`config.mk`:
```
export PLATFORM = sky130hd
export DESIGN_NAME = med_seq
export DESIGN_NICKNAME = d
export VERILOG_FILES = /design/src/rtl/med_pkg.sv /design/src/rtl/mce_param.sv /design/src/rtl/med_seq.sv
export SDC_FILE = /design/constraint.sdc
export NUM_CORES = 1
export LEC_CHECK = 0
export ABC_AREA = 1
export BUFFER_PORTS_ARGS = -buffer_cell sky130_fd_sc_hd__buf_2
export CAP_MARGIN = 20
export CORE_ASPECT_RATIO = 0.9
export CORE_MARGIN = 3
export CORE_UTILIZATION = 50
export CTS_CLUSTER_SIZE = 28
export DETAILED_ROUTE_END_ITERATION = 10
export GPL_TIMING_DRIVEN = 0
export PLACE_DENSITY_LB_ADDON = 0.05
export SYNTH_ARGS = -nofsm -noshare
export SYNTH_HDL_FRONTEND = slang
export SYNTH_HIERARCHICAL = 1
export SYNTH_SLANG_ARGS = --single-unit
```
`constraint.sdc`:
```
create_clock -name CLK -period 11.5 [get_ports CLK]
set_input_delay 0.575 -clock CLK [delete_from_list [all_inputs] [get_ports CLK]]
set_output_delay 0.575 -clock CLK [all_outputs]
set_load 0.02 [all_outputs]
```
`src/rtl/med_pkg.sv`:
```
// Shared definitions for the sequential median filter.
//
// Contents:
//   state_t      - controller states (IDLE, LOAD, SORT, DONE)
//   mid()        - index of the median slot in the window register array
//   sort_cycles()- number of compare-exchange steps in the partial bubble sort
package med_pkg;

    typedef enum logic [1:0] {
        IDLE = 2'd0,
        LOAD = 2'd1,
        SORT = 2'd2,
        DONE = 2'd3
    } state_t;

    // Slot that holds the median once the upper half of the window is sorted.
    function automatic int mid(input int n);
        return (n - 1) / 2;
    endfunction

    // Pass p bubbles the largest remaining value up to slot n-1-p and needs
    // n-1-p steps; passes 0..mid are enough to settle the median slot.
    function automatic int sort_cycles(input int n);
        int total;
        total = 0;
        for (int p = 0; p <= mid(n); p++) begin
            total += n - 1 - p;
        end
        return total;
    endfunction

endpackage

```
`src/rtl/mce_param.sv`:
```
// Combinational compare-exchange cell.
//
// Ports:
//   A, B     - unsigned operands
//   MAX, MIN - larger and smaller operand (ties give identical values either way)
module mce_param #(
    parameter int WIDTH = 8
) (
    input  logic [WIDTH-1:0] A,
    input  logic [WIDTH-1:0] B,
    output logic [WIDTH-1:0] MAX,
    output logic [WIDTH-1:0] MIN
);

    logic a_greater;

    assign a_greater = (A > B);
    assign MAX       = a_greater ? A : B;
    assign MIN       = a_greater ? B : A;

endmodule

```
`src/rtl/med_seq.sv`:
```
// Sequential median filter: collects a window of N samples serially, then
// runs a partial bubble sort on the window registers using a single
// compare-exchange cell, and finally publishes the median with a one-cycle
// strobe.
//
// Ports:
//   CLK  - clock, rising edge
//   RST  - asynchronous active-high reset
//   DI   - sample data in (unsigned)
//   DSI  - sample strobe, accepted when BUSY=0
//   DO   - registered median of the last completed window
//   DSO  - one-cycle pulse when DO is updated
//   BUSY - high while sorting (SORT, DONE); DSI ignored then
module med_seq
    import med_pkg::*;
#(
    parameter int WIDTH = 8,
    parameter int N     = 9
) (
    input  logic             CLK,
    input  logic             RST,
    input  logic [WIDTH-1:0] DI,
    input  logic             DSI,
    output logic [WIDTH-1:0] DO,
    output logic             DSO,
    output logic             BUSY
);

    localparam int MID = mid(N);
    localparam int CW  = $clog2(N + 1);
    localparam int PW  = $clog2(MID + 1);
    localparam int IW  = $clog2(N);

    if ((N % 2) == 0 || N < 3 || WIDTH < 1) begin : g_param_check
        $error("med_seq: N must be odd and >= 3, WIDTH must be >= 1");
    end

    state_t           state;
    state_t           state_next;
    logic [WIDTH-1:0] r [N];
    logic [CW-1:0]    sample_cnt;
    logic [PW-1:0]    pass_cnt;
    logic [IW-1:0]    idx;
    logic [IW-1:0]    idx_hi;
    logic [WIDTH-1:0] cx_max;
    logic [WIDTH-1:0] cx_min;
    logic             accept;
    logic             last_sample;
    logic             last_step;
    logic             final_step;

    assign idx_hi = idx + IW'(1);

    mce_param #(
        .WIDTH(WIDTH)
    ) u_mce (
        .A  (r[idx]),
        .B  (r[idx_hi]),
        .MAX(cx_max),
        .MIN(cx_min)
    );

    // Next-state logic plus the handful of decode strobes the datapath uses.
    always_comb begin
        state_next  = state;
        accept      = 1'b0;
        last_sample = 1'b0;
        last_step   = 1'b0;
        final_step  = 1'b0;
        BUSY        = 1'b0;
        case (state)
            IDLE: begin
                accept = DSI;
                if (DSI) begin
                    state_next = LOAD;
                end
            end
            LOAD: begin
                accept      = DSI;
                last_sample = DSI && (sample_cnt == CW'(N - 1));
                if (last_sample) begin
                    state_next = SORT;
                end
            end
            SORT: begin
                BUSY       = 1'b1;
                last_step  = (int'(idx) == N - 2 - int'(pass_cnt));
                final_step = last_step && (int'(pass_cnt) == MID);
                if (final_step) begin
                    state_next = DONE;
                end
            end
            DONE: begin
                BUSY       = 1'b1;
                state_next = IDLE;
            end
            default: state_next = IDLE;
        endcase
    end

    always_ff @(posedge CLK or posedge RST) begin
        if (RST) begin
            state <= IDLE;
        end else begin
            state <= state_next;
        end
    end

    // Sample, pass and index counters. The pass counter is not advanced on
    // the final step so it never needs to represent MID+1.
    always_ff @(posedge CLK or posedge RST) begin
        if (RST) begin
            sample_cnt <= '0;
            pass_cnt   <= '0;
            idx        <= '0;
        end else begin
            if (accept) begin
                sample_cnt <= sample_cnt + CW'(1);
            end
            if (last_sample) begin
                pass_cnt <= '0;
                idx      <= '0;
            end
            if (state == SORT) begin
                if (last_step) begin
                    idx <= '0;
                    if (!final_step) begin
                        pass_cnt <= pass_cnt + PW'(1);
                    end
                end else begin
                    idx <= idx_hi;
                end
            end
            if (state == DONE) begin
                sample_cnt <= '0;
            end
        end
    end

    // Window registers: shift register while loading, in-place
    // compare-exchange on the (idx, idx+1) pair while sorting.
    always_ff @(posedge CLK or posedge RST) begin
        if (RST) begin
            for (int k = 0; k < N; k++) begin
                r[k] <= '0;
            end
        end else if (accept) begin
            for (int k = N - 1; k > 0; k--) begin
                r[k] <= r[k-1];
            end
            r[0] <= DI;
        end else if (state == SORT) begin
            r[idx]    <= cx_min;
            r[idx_hi] <= cx_max;
        end
    end

    // Result register and strobe; DSO is high only in the cycle after DONE.
    always_ff @(posedge CLK or posedge RST) begin
        if (RST) begin
            DO  <= '0;
            DSO <= 1'b0;
        end else begin
            DSO <= (state == DONE);
            if (state == DONE) begin
                DO <= r[MID];
            end
        end
    end

endmodule

```
==> impl_metrics.csv, run 1 <==
group,metric,value,unit
clocking,cts-resized-gates,0,
worst_setup_path,reg2reg_from,"idx[1]",
global_routing,antenna_found_initial,0,
floorplanning,rows,42,
placement,dp_hpwl,25200,microns
sta,timing.fmax,171.4,MHz
sta,drv_slew,0,
synth,synth_top_area_share,30.17,%
worst_hold_path,min_path_type,"input pin to async pin",
sta,setup_viol_count_final,0,
clocking,htreeDepth,3,
sta,period_minus_slack,5.835,ns
clocking,hold_buffers,0,
worst_setup_path,endpoint_kind,"register",
routing,drc_errors,0,
synth,netlist-cell-type-count,41,
routing,drt_iter0_markers,1533,
worst_setup_path,start_kind,"register",
layout,multi_input_area,4782,sq um
sta,fin_crit_sh,50.74,%
routing,wl,33040,microns
worst_setup_path,crit_path_start,"idx[1]",
synth,synth_largest_area_cell,"dfrtp_1",
worst_setup_path,crit_fanout,11,
synth,yosys_warnings,6,
sta,relSlewSlack,42.37,%
global_routing,grt_usage,38.20,%
floorplanning,dieHeight,124.5,microns
clocking,clkTransAtPathRegs,0.07,ns
routing,num_vias,9142,
synth,synth_seq_area_share,30.17,%
clocking,cts_tree,"built",
global_routing,overflow,0,
sta,skew,0.01134,ns
clocking,cts_buffers,9,
sta,hold_viol,0,
clocking,clk_latency,0.37,ns
floorplanning,ios,21,
placement,gp_congestion,1.076,
layout,final_nets,1304,
clocking,cts_sinks,94,
worst_setup_path,worstPathRequired,11.80,ns
placement,portBuffers,20,
clocking,clock_path_buffers,2,
layout,areaGrowthSynthToFinish,8.650,%
layout,drive_gt1_share,10.82,%
sta,tightestPinTransition,0.8554,ns
synth,synth_fp_nets,1272,
clocking,postCtsSetupBuffers,0,
worst_setup_path,worst-r2r-setup-slack,5.66,ns
synth,syn_avg_cell_area,6.292,sq um
synth,synthCells,1239,
flow_run,cap_violations,0,
synth,synthTopCellsByArea,"dfrtp_1 30%, nand2_1 18%, nor2_1 8.8%",
synth,synth.ff_latch_count,94,
clocking,cts_root_buffer,"clkbuf_16",
floorplanning,floorplan.die_area,17130,sq um
global_routing,grt_pass1_wl,48850,microns
global_routing,grt_max_degree,55,
routing,viasPerCell,6.202,
worst_setup_path,crit_type,"register to register",
layout,seqCellArea,2352,sq um
synth,syn_area,7796,sq um
floorplanning,core_area,14980,sq um
sta,tns,0,ns
outcome,outcome,"complete, no violations",
routing,post_drt_wl_per_cell,22.42,microns
routing,dr.pass1.iters,6,
floorplanning,initial_core_util,52.06,%
global_routing,first_global_vias,7900,
worst_setup_path,arrival,6.14,ns
sta,rsz0062_at_grt,"no",
layout,fillers,1542,
routing,ant_nets,0,
floorplanning,die_x,137.6,microns
state kept, by name (all words and copies together) (netlist names):
| signal | count |
|---|---|
| pass_cnt | 3 |
| r | 72 |
| idx | 4 |
| state | 2 |
| DO | 8 |
| DSO | 1 |
| sample_cnt | 4 |
final timing paths:
check	to	depth (start not counted)
max in group asynchronous	r[34]	3
max	r[5]	25
min in group CLK	DO[6]	2
max reg2reg	r[5]	25
min reg2reg	DO[6]	2
min	DO[4]	2
stage by stage:
step                hold slack (ns)  instances  setup slack (ns)  util, %  cell area (sq um)
floorplan                    0.4707       1239             7.657        -               7796
detailed placement           0.4613       1458             5.995    54.58               8174
finish                       0.2708       1474             5.665    56.56               8471
global route                 0.3216       1473             5.484    56.54               8468
global placement             0.4508       1457             5.990    54.38               8144
CTS                          0.2954       1473             5.943    56.54               8468
placed cells by master (no fill, tap or decap), types with 2 or more instances in the layout:
cell,n
inv_4,3
a221oi_1,7
buf_4,3
o2111ai_1,4
nand2_2,29
o211ai_1,10
nand2_4,3
nand3_2,2
nor2_1,182
or2_2,9
nand2_1,370
o21ai_1,3
inv_1,64
a211oi_1,2
clkbuf_16,9
o21ai_0,99
inv_6,2
nand3_1,118
clkbuf_1,38
o22ai_1,8
buf_2,49
nand4_1,50
nor2_2,2
dfrtp_1,94
buf_1,4
inv_2,6
buf_6,3
nor2_4,5
nand3_4,2
a21oi_1,56
ha_1,22
cell type report:
type,instances,share of cell area (%)
multi-input combinational,993,56.46
sequential,94,27.77
buffer,78,4.476
inverter,74,3.368
tap,198,2.925
clock buffer,9,2.659
timing repair buffer,21,1.507
clock inverter,6,0.8124
antenna,1,0.02954
Yosys cell counts, drive strengths merged:
cell type / number
a211oi: 2
a21o: 1
a21oi: 57
a221oi: 7
a31oi: 1
and3: 1
buf: 40
clkbuf: 38
clkinv: 1
dfrtp: 94
ha: 22
inv: 73
nand2: 402
nand3: 122
nand4: 51
nor2: 189
nor3: 2
o2111ai: 4
o211ai: 10
o21ai: 103
o21bai: 1
o22ai: 8
or2: 9
xnor2: 1
kinds of logic after synthesis:
| kind of cell | Yosys count | synth area share [%] |
|---|---|---|
| fa+ha+maj | 22 | 3.531 |
| buf+inv | 152 | 8.490 |
| simple gates | 776 | 43.78 |
| flops | 94 | 30.17 |
| compound gates | 194 | 13.91 |
| xor+xnor | 1 | 0.1124 |
worst max-delay path, stage by stage, from the launching register on:
cell,delay (ns)
dfrtp_1,0.45
clkbuf_1,0.31
inv_1,0.16
clkbuf_1,0.54
ha_1,0.36
buf_2,0.19
clkinv_1,0.16
clkbuf_1,0.52
o21ai_0,0.19
o22ai_1,0.28
nand2_1,0.10
nand3_1,0.21
inv_1,0.07
ha_1,0.27
nand2_1,0.08
nor2_4,0.13
nand4_4,0.16
nand2_4,0.17
buf_12,0.15
nand2_2,0.05
nand2_2,0.06
clkbuf_1,0.60
nand2_1,0.12
o211ai_1,0.16
nand2_1,0.17
nand2_1,0.08
metal layers:
metal | part of all wire, % | global-route usage (%) | vias up
li1 | - | - | 4149
met1 | 41 | 55.66 | 4234
met2 | 40 | 53.21 | 647
met3 | 14 | 10.34 | 112
met4 | 5.0 | 15.20 | 0
met5 | 0 | 0 | -
Power of run 1 is left out: the tool's default activity adds up to more than one toggle a clock period on the data nets, which glitch-free logic cannot reach.
==> run 2, diff against run 1 <==
ABC_AREA = 0   (was 1)
clock period = 5.67 ns   (was 11.5 ns; I/O delays follow)
==> run 2 against run 1 <==
Against the previous run:
- synthesized cell count decreased by 36%
- global-route usage decreased by 3.3 points
- die area shrank 5.9%
- routed wire length fell by 16%
- worst hold slack worse by 0.058 ns
- largest cell class unchanged
==> impl_metrics.csv, run 2 <==
group,metric,value,unit
layout,final_cell_mix,"94 x dfrtp_1, 93 x nand2_1, 84 x o21ai_0",
sta,tightestPinTransition,1.038,ns
floorplanning,die_x,133.5,microns
synth,async_flop_share,100.0,%
sta,setup_viol_count_final,0,
clocking,cts_tree,"built",
outcome,outcome,"complete, no violations",
global_routing,grt_max_degree,59,
layout,areaGrowthSynthToFinish,8.674,%
synth,synth_top_area_share,32.16,%
clocking,clkTransAtPathRegs,0.08,ns
global_routing,first_global_vias,6700,
floorplanning,floorplan.die_area,16120,sq um
worst_setup_path,crit_fanout,18,
floorplanning,core_area,14160,sq um
synth,post-synth-top-count-cell,"dfrtp_1",
routing,drt_iter0_markers,1452,
flow_run,cap_violations,0,
routing,ant_nets,0,
worst_setup_path,arrival,5.68,ns
synth,synth_largest_area_cell,"dfrtp_1",
sta,skew,0.01118,ns
placement,dp.cells,1010,
clocking,cts_root_buffer,"clkbuf_16",
synth,synthTopCellsByArea,"dfrtp_1 32%, mux4_2 7.4%, o21ai_0 5.7%",
synth,yosys_warnings,6,
synth,synth.ff_latch_count,94,
global_routing,grt_usage,34.95,%
sta,tns,0,ns
synth,netlist-cell-type-count,70,
clocking,clk_latency,0.36,ns
sta,hold_viol,0,
layout,drive_gt1_share,18.29,%
routing,viasPerCell,7.016,
synth,synth_seq_area_share,32.16,%
layout,utilization,56.13,%
synth,synthCells,795,
routing,post_drt_wl_per_cell,27.39,microns
worst_setup_path,endpoint_kind,"register",
layout,multi_input_area,4462,sq um
floorplanning,initial_core_util,51.65,%
layout,final_nets,848,
sta,drv_slew,0,
worst_setup_path,crit_type,"register to register",
routing,num_vias,7107,
clocking,postCtsSetupBuffers,0,
layout,diodes,0,
global_routing,grt_pass1_wl,41940,microns
synth,synth_edf_count,0,
worst_hold_path,min_path_type,"input pin to register",
placement,portBuffers,20,
clocking,cts_buffers,9,
synth,synth_ff_type,"dfrtp_1",
sta,fin_crit_sh,95.69,%
worst_setup_path,worstPathRequired,5.92,ns
sta,relSlewSlack,30.64,%
sta,timing.fmax,184.3,MHz
layout,largest_register_ffs,72,
worst_setup_path,r2r_cells,19,
worst_setup_path,worst-r2r-setup-slack,0.24,ns
floorplanning,dieHeight,120.7,microns
synth,syn_avg_cell_area,9.199,sq um
synth,synth_fp_nets,828,
layout,fillers,1308,
synth,synthTopCellsByCount,"94 x dfrtp_1, 93 x nand2_1, 84 x o21ai_0",
worst_hold_path,min_from,"DI[2]",
clocking,cts_sinks,94,
placement,gp_congestion,1.025,
clocking,clock_path_buffers,2,
placement,dp_hpwl,20500,microns
sta,rsz0062_at_grt,"no",
layout,instances_no_fill,1013,
floorplanning,rows,41,
routing,dr.pass1.iters,8,
synth,syn_area,7313,sq um
worst_hold_path,min_path_cells,3,
global_routing,antenna_found_initial,0,
floorplanning,ios,21,
layout,regMostFlops,"r",
worst_hold_path,whs_endpoint,"r[66]",
worst_setup_path,start_kind,"register",
routing,wl,27740,microns
sta,period_minus_slack,5.426,ns
layout,reg_top3,"r: 72 flops, DO: 8 flops",
layout,final_common_cell,"dfrtp_1",
clocking,htreeDepth,3,
worst_setup_path,timing.rr.end,"r[2]",
routing,drc_errors,0,
worst_setup_path,reg2reg_from,"idx[1]",
global_routing,overflow,0,
layout,seqCellArea,2352,sq um
run 2: cell types whose count changed after synthesis, sizes merged, moves of 18 or more:
cell / delta
inv: -37
nand4: -49
nand2: -309
a221oi: +19
a222oi: +23
o22ai: +27
nand3: -91
nor2: -147
mux2: +33
mux2i: +18
a21oi: -33
mux4: +24
run 2: kinds of logic (layout without fill, tap and decap cells):
logic type / after synthesis / in the layout / share of synthesized area, %
DFF: 94 / 94 / 32.16
muxes: 75 / 75 / 15.45
adders and majority gates: 22 / 22 / 3.764
AOI/OAI and AO/OA: 277 / 277 / 27.20
and+or+nand+nor: 211 / 211 / 13.93
buffers and inverters: 111 / 136 / 6.895
xor gates and xnor gates: 5 / 5 / 0.5988
run 2: metrics by stage:
step	instance area, sq um	setup slack [ns]	hold WS, ns
after floorplan	7313	0.7507	0.4450
after global placement	7655	-0.8732	0.4657
after detailed placement	7690	-0.6154	0.3635
after CTS	7991	0.05545	0.2181
after global routing	7948	0.006083	0.2239
final	7948	0.2443	0.2126
run 2: final cells by class:
type	count	area share, %
Clock buffer	10	3.007
Tap cell	193	3.038
Buffer	61	4.062
Inverter	36	1.732
Clock inverter	6	0.6297
Multi-Input combinational cell	590	56.14
Sequential cell	94	29.60
Timing Repair Buffer	23	1.795
run 2: worst max-delay path by stage:
| stage | start | endpoint | slack (ns) | cells after the start |
|---|---|---|---|---|
| detailed placement | idx[1] | r[45] | -0.62 | 24 |
| finish | idx[1] | r[2] | 0.24 | 19 |
| floorplan | idx[1] | r[4] | 0.75 | 20 |
| global route | idx[1] | r[2] | 0.006 | 19 |
| global placement | idx[1] | r[41] | -0.87 | 22 |
| CTS | idx[1] | r[41] | 0.06 | 21 |
run 2: routing by layer:
layer	track usage (%)	vias up	wire length, microns
met5	0	-	0
met3	9.235	73	3680
met4	13.24	0	1175
met2	52.00	535	11850
met1	49.06	3429	11030
li1	-	3070	-
run 2: critical path: stages (launching register included):
cell and delay, ns:
dfrtp_1 0.40, buf_4 0.29, inv_1 0.16, ha_1 0.31, clkbuf_4 0.24, buf_4 0.26
mux4_2 0.54, a222oi_1 0.38, inv_1 0.12, inv_1 0.08, ha_1 0.26, a21oi_1 0.28
o21ai_4 0.10, o22ai_4 0.27, buf_12 0.20, mux2_4 0.30, clkbuf_1 0.35, and3_1 0.28
a221o_1 0.25, mux2_2 0.25
run 2: timing repair:
action / CTS / global route
setup endpoints to repair: 72 / 59
hold buffers: 1 / 0
hold endpoints to repair: 36 / 0
gates resized for setup: 2 / 4
Power of run 2 is left out for the same reason.
==> run 3, diff against run 2 <==
ABC_AREA = 1   (was 0)
==> run 3 against run 2 <==
Against the previous run:
- the flow now finishes with violations (negative hold slack)
- clock skew down 0.00099 ns
- cell area up 6.4%
- sequential cell count stayed put
- global-route usage rose by 3.3 points
- worst hold slack lost 0.24 ns
- critical path type unchanged
- largest cell class unchanged
==> impl_metrics.csv, run 3 (synthesized netlist as in run 1, its figures left out) <==
group,metric,value,unit
routing,drc_errors,0,
floorplanning,rows,42,
worst_setup_path,cpPeakStageDelay,0.62,ns
layout,reg_top3,"r: 72 flops, DO: 8 flops",
layout,final_nets,1299,
floorplanning,dieHeight,124.5,microns
layout,final_cell_mix,"370 x nand2_1, 182 x nor2_1, 118 x nand3_1",
worst_setup_path,crit_type,"register to register",
routing,drt_iter0_markers,1465,
clocking,postCtsSetupBuffers,0,
worst_setup_path,cp_common_cell,"nand2_1",
outcome,outcome,"finished, violations left",
worst_setup_path,crit_family,"buffers and inverters",
worst_hold_path,min_path_type,"input pin to async pin",
layout,largest_register_ffs,72,
flow_run,cap_violations,0,
worst_setup_path,worstPathRequired,5.97,ns
global_routing,overflow,0,
sta,holdWs,-0.02554,ns
floorplanning,die_x,137.6,microns
clocking,cts_tree,"built",
routing,viasPerCell,6.172,
sta,setup_viol_count_final,0,
placement,dp_hpwl,25200,microns
sta,skew,0.01019,ns
layout,drive_gt1_share,11.10,%
floorplanning,core_area,14980,sq um
clocking,cts-resized-gates,0,
sta,period_minus_slack,5.236,ns
clocking,cts_root_buffer,"clkbuf_16",
sta,tightestPinTransition,0.8709,ns
layout,areaGrowthSynthToFinish,8.426,%
clocking,htreeDepth,3,
sta,relSlewSlack,41.32,%
sta,fin_crit_sh,92.34,%
worst_setup_path,path_buf_inv,7,
clocking,cts_buffers,9,
floorplanning,initial_core_util,52.06,%
clocking,hold_buffers,0,
worst_setup_path,arrival,5.54,ns
routing,post_drt_wl_per_cell,22.46,microns
worst_setup_path,crit_fanout,12,
global_routing,first_global_vias,7900,
worst_setup_path,slowest_stage,"clkbuf_1",
sta,rsz0062_at_grt,"no",
layout,regMostFlops,"r",
placement,portBuffers,20,
clocking,clkTransAtPathRegs,0.07,ns
sta,tns,0,ns
routing,num_vias,9061,
sta,timing.fmax,191.0,MHz
floorplanning,floorplan.die_area,17130,sq um
layout,fillers,1542,
sta,drv_slew,0,
placement,gp_congestion,1.076,
sta,hold_viol,31,
worst_setup_path,start_kind,"register",
layout,diodes,0,
routing,ant_nets,0,
clocking,cts_sinks,94,
outcome,violations,"negative hold slack",
clocking,clk_latency,0.37,ns
global_routing,grt_max_degree,55,
worst_setup_path,path_cells,"clkbuf_2 -> inv_1 -> ha_1 -> buf_2 -> clkinv_1 -> clkbuf_2 -> a21oi_1 -> o21ai_0 -> nand3_1 -> nand3_1 -> inv_1 -> ha_1 -> a21oi_1 -> nor2_1 -> nor2_2 -> nand2_4 -> nand2_4 -> nand2_1 -> nand2_1 -> clkbuf_1 -> nand2_1 -> o211ai_1 -> nand2_1 -> nand2_1",
clocking,clock_path_buffers,2,
worst_setup_path,endpoint_kind,"register",
layout,final_common_cell,"nand2_1",
global_routing,grt_usage,38.20,%
floorplanning,ios,21,
routing,wl,32980,microns
global_routing,grt_pass1_wl,48850,microns
global_routing,antenna_found_initial,0,
routing,dr.pass1.iters,5,
[run 3: cell count changes in the layout (fill, tap and decap cells not counted), sizes merged, moves of 19 or more]
cell,change
nand2,+309
nor2,+147
nand3,+91
nand4,+49
inv,+35
a21oi,+33
mux2,-33
o22ai,-27
mux4,-24
a222oi,-23
a221oi,-19
[run 3: worst paths after layout]
path	slack (ns)	startpoint	end	cells after the start
min in group CLK	0.25	DI[6]	r[70]	4
setup / recovery	0.43	idx[1]	r[2]	24
setup reg to reg	0.43	idx[1]	r[2]	24
hold reg to reg	0.47	DO[6]	DO[6]	2
hold / removal	-0.03	RST	DO[4]	2
max in group asynchronous	5.02	RST	r[37]	3
[run 3: area by class of cell]
cell class | count | area, sq um | area share (%)
multi-input cells | 993 | 4782 | 56.57
flip-flops and latches | 94 | 2352 | 27.83
plain buffers | 73 | 364.1 | 4.307
inverters | 74 | 285.3 | 3.375
well taps | 198 | 247.7 | 2.931
clock buffers | 9 | 225.2 | 2.664
repair buffers | 21 | 127.6 | 1.510
clock inverters | 6 | 68.82 | 0.8141
[run 3: stage by stage]
| step | util [%] | std cells | hold slack (ns) | setup slack (ns) | instance area, sq um |
|---|---|---|---|---|---|
| 5_1_grt | 56.44 | 1468 | 0.03009 | 0.2373 | 8453 |
| 4_1_cts | 56.54 | 1473 | 0.003912 | 0.1132 | 8468 |
| 6_report | 56.44 | 1468 | -0.02554 | 0.4341 | 8453 |
| 3_5_place_dp | 54.58 | 1458 | 0.3778 | 0.1650 | 8174 |
| 2_1_floorplan | - | 1239 | 0.4707 | 1.827 | 7796 |
| 3_3_place_gp | 54.38 | 1457 | 0.4508 | 0.1600 | 8144 |
[run 3: layer usage]
metal	up-vias	GRT usage (%)	routed length (microns)
met5	-	0	0
met4	0	15.20	1645
met3	100	10.34	4489
met2	613	53.21	13350
met1	4215	55.66	13490
li1	4133	-	-
Power of run 3 is left out for the same reason.
